<file path="src/rtl/if_redirect_unit.sv">
`default_nettype none
// +----------------------------------------------------------------------+
// | if_redirect_unit: PC and IF/ID owner; applies EX redirects, stalls    |
// | and misaligned-target halting.                     Revision: 1.0      |
// +----------------------------------------------------------------------+
module if_redirect_unit #(
   parameter int unsigned      NBits          = 32,
   parameter logic [NBits-1:0] ResetPC        = NBits'(32'h0040_0000),
   parameter bit               HaltOnMisalign = 1'b1,
   parameter int unsigned      CntBits        = 16
) (
   input  logic               clk,
   input  logic               reset,
   input  logic               Stall,
   input  logic               Redirect,
   input  logic [NBits-1:0]   RedirectPC,
   input  logic [NBits-1:0]   Instruction,
   output logic [NBits-1:0]   PC,
   output logic [NBits-1:0]   IF_ID_PC_4,
   output logic [NBits-1:0]   IF_ID_Instruction,
   output logic               IF_ID_Valid,
   output logic               FlushIDEX,
   output logic               AddrError,
   output logic               Halted,
   output logic [CntBits-1:0] FetchCount,
   output logic [CntBits-1:0] RedirectCount
);

   localparam logic [NBits-1:0]   c_pcStep = NBits'(4);
   localparam logic [CntBits-1:0] c_cntOne = CntBits'(1);
   localparam logic [CntBits-1:0] c_cntMax = '1;

   typedef enum logic [0:0] {
      S_RUN  = 1'b0,
      S_HALT = 1'b1
   } state_t;

   state_t             r_state;
   logic [NBits-1:0]   r_pc;
   logic [NBits-1:0]   r_ifIdPc4;
   logic [NBits-1:0]   r_ifIdInst;
   logic               r_ifIdValid;
   logic               r_addrError;
   logic               r_halted;
   logic [CntBits-1:0] r_fetchCount;
   logic [CntBits-1:0] r_redirectCount;

   logic               w_misaligned;
   logic [NBits-1:0]   w_pcPlus4;
   logic [NBits-1:0]   w_redirTarget;

   assign w_misaligned  = |RedirectPC[1:0];
   assign w_pcPlus4     = r_pc + c_pcStep;
   assign w_redirTarget = {RedirectPC[NBits-1:2], 2'b00};

   always_ff @(posedge clk) begin
      if (reset) begin
         r_state         <= S_RUN;
         r_pc            <= ResetPC;
         r_ifIdPc4       <= '0;
         r_ifIdInst      <= '0;
         r_ifIdValid     <= 1'b0;
         r_addrError     <= 1'b0;
         r_halted        <= 1'b0;
         r_fetchCount    <= '0;
         r_redirectCount <= '0;
      end else begin
         case (r_state)
            S_RUN: begin
               if (Redirect) begin
                  // Squash IF/ID; a pending stall is moot since that instruction dies.
                  r_ifIdPc4   <= '0;
                  r_ifIdInst  <= '0;
                  r_ifIdValid <= 1'b0;
                  if (w_misaligned)
                     r_addrError <= 1'b1;
                  if (w_misaligned && HaltOnMisalign) begin
                     r_state  <= S_HALT;
                     r_halted <= 1'b1;
                  end else begin
                     r_pc <= w_redirTarget;
                     if (r_redirectCount != c_cntMax)
                        r_redirectCount <= r_redirectCount + c_cntOne;
                  end
               end else if (!Stall) begin
                  r_pc        <= w_pcPlus4;
                  r_ifIdPc4   <= w_pcPlus4;
                  r_ifIdInst  <= Instruction;
                  r_ifIdValid <= 1'b1;
                  if (r_fetchCount != c_cntMax)
                     r_fetchCount <= r_fetchCount + c_cntOne;
               end
            end
            S_HALT: begin
               r_ifIdPc4   <= '0;
               r_ifIdInst  <= '0;
               r_ifIdValid <= 1'b0;
            end
            default: begin
               r_state  <= S_HALT;
               r_halted <= 1'b1;
            end
         endcase
      end
   end

   assign FlushIDEX         = Redirect & ~reset & (r_state == S_RUN);
   assign PC                = r_pc;
   assign IF_ID_PC_4        = r_ifIdPc4;
   assign IF_ID_Instruction = r_ifIdInst;
   assign IF_ID_Valid       = r_ifIdValid;
   assign AddrError         = r_addrError;
   assign Halted            = r_halted;
   assign FetchCount        = r_fetchCount;
   assign RedirectCount     = r_redirectCount;

endmodule
`default_nettype wire

</file>
<file path="config.mk">
export PLATFORM = sky130hd
export DESIGN_NAME = if_redirect_unit
export DESIGN_NICKNAME = d
export VERILOG_FILES = /design/src/rtl/if_redirect_unit.sv
export SDC_FILE = /design/constraint.sdc
export NUM_CORES = 1
export LEC_CHECK = 0
export CAP_MARGIN = 20
export CORE_MARGIN = 8
export CORE_UTILIZATION = 49
export DETAILED_ROUTE_END_ITERATION = 7
export PLACE_DENSITY = 0.85
export REMOVE_ABC_BUFFERS = 1
export SLEW_MARGIN = 40
export SYNTH_ARGS = -nofsm -noshare
export SYNTH_HDL_FRONTEND = slang
export SYNTH_SLANG_ARGS = --single-unit
</file>
<file path="constraint.sdc">
create_clock -name clk -period 6.4 [get_ports clk]
set_input_delay 0.96 -clock clk [delete_from_list [all_inputs] [get_ports clk]]
set_output_delay 0.96 -clock clk [all_outputs]
set_load 0.01 [all_outputs]
</file>
== Word level (Yosys, flattened, before mapping) ==
Cells that the tools add are included.

* Bits in registers: 131
* Bits of input ports: 68
* Word-level logic and storage cells: 42

* $add $sub $neg: 3
* Equal/unequal tests: 5
* Mux-type cells: 14
* Bitwise operators: 7
* Reductions and logical operators: 5

{| class="wikitable"
|+ Operators with widths
! kind !! count
|-
| $mux W32 || 6
|-
| $pmux W32 S2 || 2
|-
| $add A16 B1 Y16 const B || 2
|-
| $add A32 B3 Y32 const B || 1
|-
| $ne A16 B16 Y1 const B || 2
|-
| $reduce_and A4 Y1 || 2
|-
| $reduce_and A3 Y1 || 2
|-
| $mux W1 || 5
|-
| $not A1 Y1 || 5
|-
| $ne A3 B3 Y1 const B || 1
|-
| $and A1 B1 Y1 || 2
|-
| $ne A2 B1 Y1 const B || 1
|-
| $ne A2 B2 Y1 const B || 1
|-
| $pmux W1 S2 || 1
|-
| $reduce_or A2 Y1 || 1
|}

== Logic depth before layout (Yosys ltp) ==
Gate-level depths: netlist of run 1.

* Word-level depth: 4
* Gate-level depth with buffers: 8
* Gate-level depth less buffers: 6

== Worst setup path after synthesis of run 1 ==
OpenSTA, ideal clock, no wires.

* Path type: in2out
* From: input Redirect
* To: output FlushIDEX
* Arrival time: 1.998 ns
* Data required time: 5.440 ns
* Path slack: 3.442 ns
* Stages: 4
* Path through: clkbuf_1 > clkbuf_1 > clkbuf_1 > and3_1

* Longest elaborated chain between the ends: 2

{| class="wikitable"
|+ RTL lines
! item !! RTL line !! source
|-
| start: declaration || 15 || <nowiki>input logic Redirect,</nowiki>
|-
| $and A1 B1 Y1 (2 in a row) || 107 || <nowiki>assign FlushIDEX = Redirect & ~reset & (r_state == S_RUN);</nowiki>
|-
| end: declaration || 22 || <nowiki>output logic FlushIDEX,</nowiki>
|}

No other way between the ends.

== Worst setup path after layout of run 1 ==
Same ends and word-level chain as after synthesis.

==> impl_results.md, run 1 <==
* Post-route ant nets at 0
* Worst path required time at 5.44 ns
* Synth cell types at 60
* Clock root cell: clkbuf_16
* CP endpoint kind: output pin
* Yosys reg bits at 128
* CTS clk-pin slew, worst paths at 0.05 ns
* P&R area growth vs syn at 45.3%
* Site Rows at 40
* Clock buffers created by TritonCTS at 17
* Antenna violations before repair at 0
* Cell family with most CP delay: buffers and inverters
* Worst-path fanout max at 69
* Setup crit start kind: primary input
* Max_slew headroom at 0.488
* Synthesized netlist cell count at 704
* Min Tclk post-route at 3.35 ns
* Ys async rst share at 0
* CORE AREA at 0.0119 mm^2
* Achievable Freq at 299 MHz
* Crit Path Class: primary input to output pin
* Main synth FF type: dfxtp_1
* Vias at 6200
* IO Count at 200
* Peak VDD IR at 0.163 mV
* Die Ht at 126 um
* FILL cells at 845
* Fin util at 0.723
* CP Cell Sequence: buf_2 > buf_4 > and3_1 > clkdlybuf4s50_1
* Clk_lat worst skew at 0.42 ns
* # DRC at 0
* Max_cap viols at 0
* Syn_area_per_cell at 8.38 um^2
* Die X at 126 um
* Leakage at 3.02 nW
* Final critical-path share of the clock period at 0.523
* # port buffers at 197
* Synth Cell Area at 0.00590 mm^2
* Final Total Pwr at 0.00207 W
* Clock skew at 0.00852 ns
* Layout cells sized above 1 at 0.0662
* First-pass GRT wire length at 31500 um
* Post-synth EDFFs at 0
* Post-CTS Setup Bufs at 0
* H-Tree Depth at 4
* Number of global-route vias before repair at 6060
* Worst path arrival time at 2.39 ns
* GPL Wtd Cong at 0.916
* Setup violations, final at 0
* Via density at 5.97
* Final HPWL DP at 14200 um
* # diodes at 0
* Worst min path class: flop to flop
* Pwr/cell area at 242 mW/mm^2
* Initial core utilization at 0.497
* Wire length per cell at 19.0 um
* Share of Yosys cell area claimed by the top area cell type at 0.435
* CTS tree: built
* Largest net degree at the start of global routing at 75
* Initial DRC count at 722
* CP max stage delay at 0.54 ns
* Pins over their slew limit at 0
* Yosys warnings at 0
* Longest Clk Path Bufs at 2
* Status: completed
* Cell taking the most area after synthesis: dfxtp_1
* Overflow after GRT at 0
* Worst Tran Pin Value at 0.767 ns
* Crit path buf inv count at 3
* RSZ-0062 raised after global routing: false
* Final Net Count at 949
* Die ar. at 0.0158 mm^2
* Hold Buf Count CTS at 0
* Synth top area cells: dfxtp_1, nor2_1, a22oi_1, nand2_1, xnor2_1
* TNS Setup at 0 ns
* Worst path slowest cell: clkdlybuf4s50_1
* Clk sink count at 128
* Total GRT Usage at 0.244
* Routed wire length at 19700 um
* Hold Vio Cnt, Final at 0
* Pre-antenna DRT Iters at 5
* # resized after CTS at 0
* Sequential fraction of the synthesis area at 0.435
==> where the power goes <==
part           switching, W  total, W  leakage [nW]  internal [W]
Sequential        0.0000266  0.000843          1.04      0.000816
Combinational     0.0000926  0.000190          1.66     0.0000970
Clock              0.000348   0.00104         0.316      0.000691
==> metrics by stage <==
stage | hold slack, ns | std cells | worst slack [ns] | instance area (um^2)
2_1_floorplan | 0.470 | 655 | 1.39 | 5690
3_3_place_gp | 0.438 | 1006 | 3.06 | 7920
3_5_place_dp | 0.444 | 1006 | 2.96 | 7930
4_1_cts | 0.456 | 1038 | 3.07 | 8570
5_1_grt | 0.480 | 1038 | 2.99 | 8570
6_report | 0.454 | 1038 | 3.05 | 8570
==> worst register-to-register path, stage by stage (launching register included) <==
cell	delay, ns
dfxtp_1	0.55
ha_1	0.47
nand4_1	0.20
or4_4	0.52
nor4_4	0.27
xnor2_1	0.18
o21ai_1	0.08
==> cells in the mapped netlist (3+ instances only) <==
library cell,instances
or3_1,7
mux2i_1,6
a22oi_1,40
or4_1,3
nand2_1,72
nor3_1,20
clkbuf_1,36
xnor2_1,28
a21oi_1,27
o31ai_1,5
xor2_1,19
a22o_1,3
and2_1,4
o41ai_1,3
o22ai_1,3
nor4_1,8
a31oi_1,9
o211ai_1,12
buf_4,4
buf_1,4
dfxtp_1,128
and3_1,15
ha_1,3
inv_1,8
nor3b_1,5
nand3_1,25
buf_2,6
nand4_1,21
o21ai_0,37
and4_1,4
nor2_1,96
a311o_1,3
a211o_1,3
a32o_1,3
==> final cells by class <==
type	count	area [um^2]	area share
Inverter	8	30.0	0.00350
Sequential cell	128	2560	0.299
Tap cell	147	184	0.0215
Timing Repair Buffer	204	2020	0.235
Multi-Input combinational cell	519	3140	0.366
Clock inverter	10	156	0.0182
Clock buffer	22	484	0.0565
==> routing by layer <==
metal  up-vias  GRT usage  routed length [um]
li1       2885          -                   -
met1      2920      0.271                7640
met2       351      0.395                9200
met3        44      0.108                2290
met4         0      0.114                 558
met5         -          0                   0
==> cell usage in the layout, fill, tap and decap left out, drive strengths merged, types with 4 or more instances in the layout <==
cell and n:
a31oi 9, xnor2 28, bufinv 4, nor4 11, xor2 19, clkbuf 22
a22oi 40, or4 4, buf 9, a21oi 27, o21ai 38, inv 8
and3 15, or3 7, nor3 21, mux2i 6, o211ai 12, nand2 72
clkdlybuf4s50 195, dfxtp 128, nand3 27, and4 4, clkinv 5, nand4 22
nor2 98, and2 4, o31ai 5, nor3b 5
==> kinds of logic (layout without fill, tap and decap cells) <==
logic type,after synthesis,after routing,share of synthesized area
and+or+nand+nor,301,301,0.257
AOI/OAI and AO/OA,160,160,0.181
DFF,128,128,0.435
buffers and inverters,58,244,0.0407
xor gates and xnor gates,47,47,0.0698
muxes,6,6,0.0102
adders and majority gates,3,3,0.00637
other,1,2,0.000636
==> final timing paths <==
path                  start              to  slack (ns)  depth (start not counted)
min reg2reg  IF_ID_PC_4[20]  IF_ID_PC_4[20]        0.45                          2
max reg2reg           PC[2]  IF_ID_PC_4[24]        4.01                          6
max                Redirect       FlushIDEX        3.05                          4
min          IF_ID_PC_4[20]  IF_ID_PC_4[20]        0.45                          2
==> state kept, by name, indices dropped and copies added, names as in the netlist <==
name / flops
FetchCount: 16
IF_ID_PC_4: 31
r_state: 1
PC: 30
IF_ID_Valid: 1
RedirectCount: 16
Halted: 1
IF_ID_Instruction: 32
(Power assumes the default switching activity.)
==> run 2: changes to the inputs <==
- CORE_UTILIZATION: 49 -> 46
- PLACE_DENSITY: 0.85 -> 0.81
- clock period: 6.4 -> 3.3 ns (I/O delays scaled with it)
==> run 2 against run 1 <==
Via count down 3.1%. Highest routed layer is now met5. Cell count grew 3.3%. Critical path type is now flop to flop. Largest power group unchanged. Clock-buffer cell count up 6. Sequential power up 93%. Combinational power rose by 96%.
==> impl_results.md, run 2 (synthesized netlist as in run 1, its figures left out) <==
* # port buffers at 197 (unchanged)
* GPL Wtd Cong at 0.906 (-1.1%)
* Final Total Pwr at 0.00397 W (+92%)
* Worst Tran Pin Value at 0.618 ns (-0.150 ns)
* Die ar. at 0.0167 mm^2 (+5.7%)
* # DRC at 0 (unchanged)
* Final WS setup at 0.919 ns (-2.13 ns)
* Worst path arrival time at 2.72 ns (+0.33 ns)
* Clk sink count at 128 (unchanged)
* # diodes at 0 (unchanged)
* Worst-path fanout max at 11 (-84%)
* Worst min path class: flop to flop
* Status: completed
* Largest net degree at the start of global routing at 59 (-21%)
* Most common cell after layout, fill and taps aside: clkdlybuf4s50_1
* Die X at 129 um (+2.8%)
* Max reg flops at 32 (unchanged)
* Max_slew headroom at 0.588 (+0.0998)
* Peak VDD IR at 0.305 mV (+87%)
* Most frequent cells in the layout: clkdlybuf4s50_1, dfxtp_1, nor2_1, nand2_1, a22oi_1
* Worst path required time at 3.64 ns (-1.80 ns)
* Total GRT Usage at 0.230 (-0.0143)
* IO Count at 200 (unchanged)
* Vias at 6007 (-3.1%)
* Post-route ant nets at 0 (unchanged)
* H-Tree Depth at 4 (unchanged)
* Via density at 5.60 (-6.2%)
* FILL cells at 1020 (+21%)
* Setup crit start kind: flop
* Number of global-route vias before repair at 5888 (-2.8%)
* Clock root cell: clkbuf_16
* Final Net Count at 958 (+0.95%)
* Antenna violations before repair at 1 (+1)
* Initial core utilization at 0.469 (-0.0280)
* Pre-antenna DRT Iters at 5 (unchanged)
* Overflow after GRT at 0 (unchanged)
* Achievable Freq at 420 MHz
* Initial DRC count at 548 (-24%)
* CTS clk-pin slew, worst paths at 0.05 ns (about the same)
* Clock skew at 0.00389 ns (-0.00463 ns)
* Clk_lat worst skew at 0.42 ns (about the same)
* Inst Count DP at 1040 (+3.4%)
* CORE AREA at 0.0126 mm^2 (+6.0%)
* Pre-CTS setup slack at 0.687 ns (-2.27 ns)
* Max_cap viols at 0 (unchanged)
* Pins over their slew limit at 0 (unchanged)
* Leakage at 3.03 nW (+0.51%)
* TNS Setup at 0 ns (unchanged)
* Crit Path Class: flop to flop
* Post-CTS Setup Bufs at 0 (unchanged)
* Longest Clk Path Bufs at 2 (unchanged)
* Pwr/cell area at 460 mW/mm^2 (+90%)
* First-pass GRT wire length at 30500 um (-3.3%)
* Wire length per cell at 17.8 um (-6.0%)
* Die Ht at 129 um (+2.8%)
* Hold slack at 0.447 ns (-0.00643 ns)
* P&R area growth vs syn at 46.5%
* Hold Vio Cnt, Final at 0 (unchanged)
* Post-Layout Cell Count at 1072 (+3.3%)
* Routed wire length at 19100 um (-2.9%)
* Setup violations, final at 0 (unchanged)
* Min Tclk post-route at 2.38 ns
* # resized after CTS at 0 (unchanged)
* Site Rows at 41 (+2.5%)
* CP endpoint kind: flop
* Layout cells sized above 1 at 0.0689 (+0.00267)
* Final critical-path share of the clock period at 0.721
* CTS tree: built
* Clock buffers created by TritonCTS at 17 (unchanged)
* RSZ-0062 raised after global routing: false
* Hold Buf Count CTS at 0 (unchanged)
* Final HPWL DP at 13700 um (-3.2%)
## run 2: critical path, stage by stage (launching register included)
cell and delay [ns]:
dfxtp_1 0.54, ha_1 0.46, nand4_1 0.20, nor2_1 0.34, nand3_1 0.19, or4_1 0.46
o211ai_1 0.10
## run 2: per-layer routing
layer / routed length [um] / vias to the layer above / GRT usage
met1: 7810 / 2830 / 0.265
li1: - / 2907 / -
met3: 2050 / 29 / 0.0929
met2: 8860 / 239 / 0.373
met5: 13 / - / 0
met4: 374 / 2 / 0.0940
## run 2: worst paths after layout
kind | startpoint | to | slack (ns) | cells past startpoint
max | PC[2] | PC[30] | 0.92 | 6
min | IF_ID_PC_4[13] | IF_ID_PC_4[13] | 0.45 | 2
min reg2reg | IF_ID_PC_4[13] | IF_ID_PC_4[13] | 0.45 | 2
max reg2reg | PC[2] | PC[30] | 0.92 | 6
## run 2: final cells by class
type	count	area, um^2	share of cell area
clock inverter	4	95.1	0.0110
multi-input combinational	519	3120	0.362
tap	172	215	0.0249
sequential	128	2560	0.297
timing repair buffer	213	2080	0.241
clock buffer	28	527	0.0610
inverter	8	30.0	0.00348
## run 2: through the flow
stage	area, um^2	utilization
floorplan	5690	-
global placement	8020	0.638
detailed placement	8020	0.638
CTS	8640	0.687
global route	8640	0.687
finish	8640	0.687
## run 2: where the power goes
part	switching, W	internal (W)	total [W]	leakage (nW)
Combinational	0.000179	0.000194	0.000373	1.69
Clock	0.000661	0.00131	0.00197	0.305
Sequential	0.0000485	0.00158	0.00163	1.04
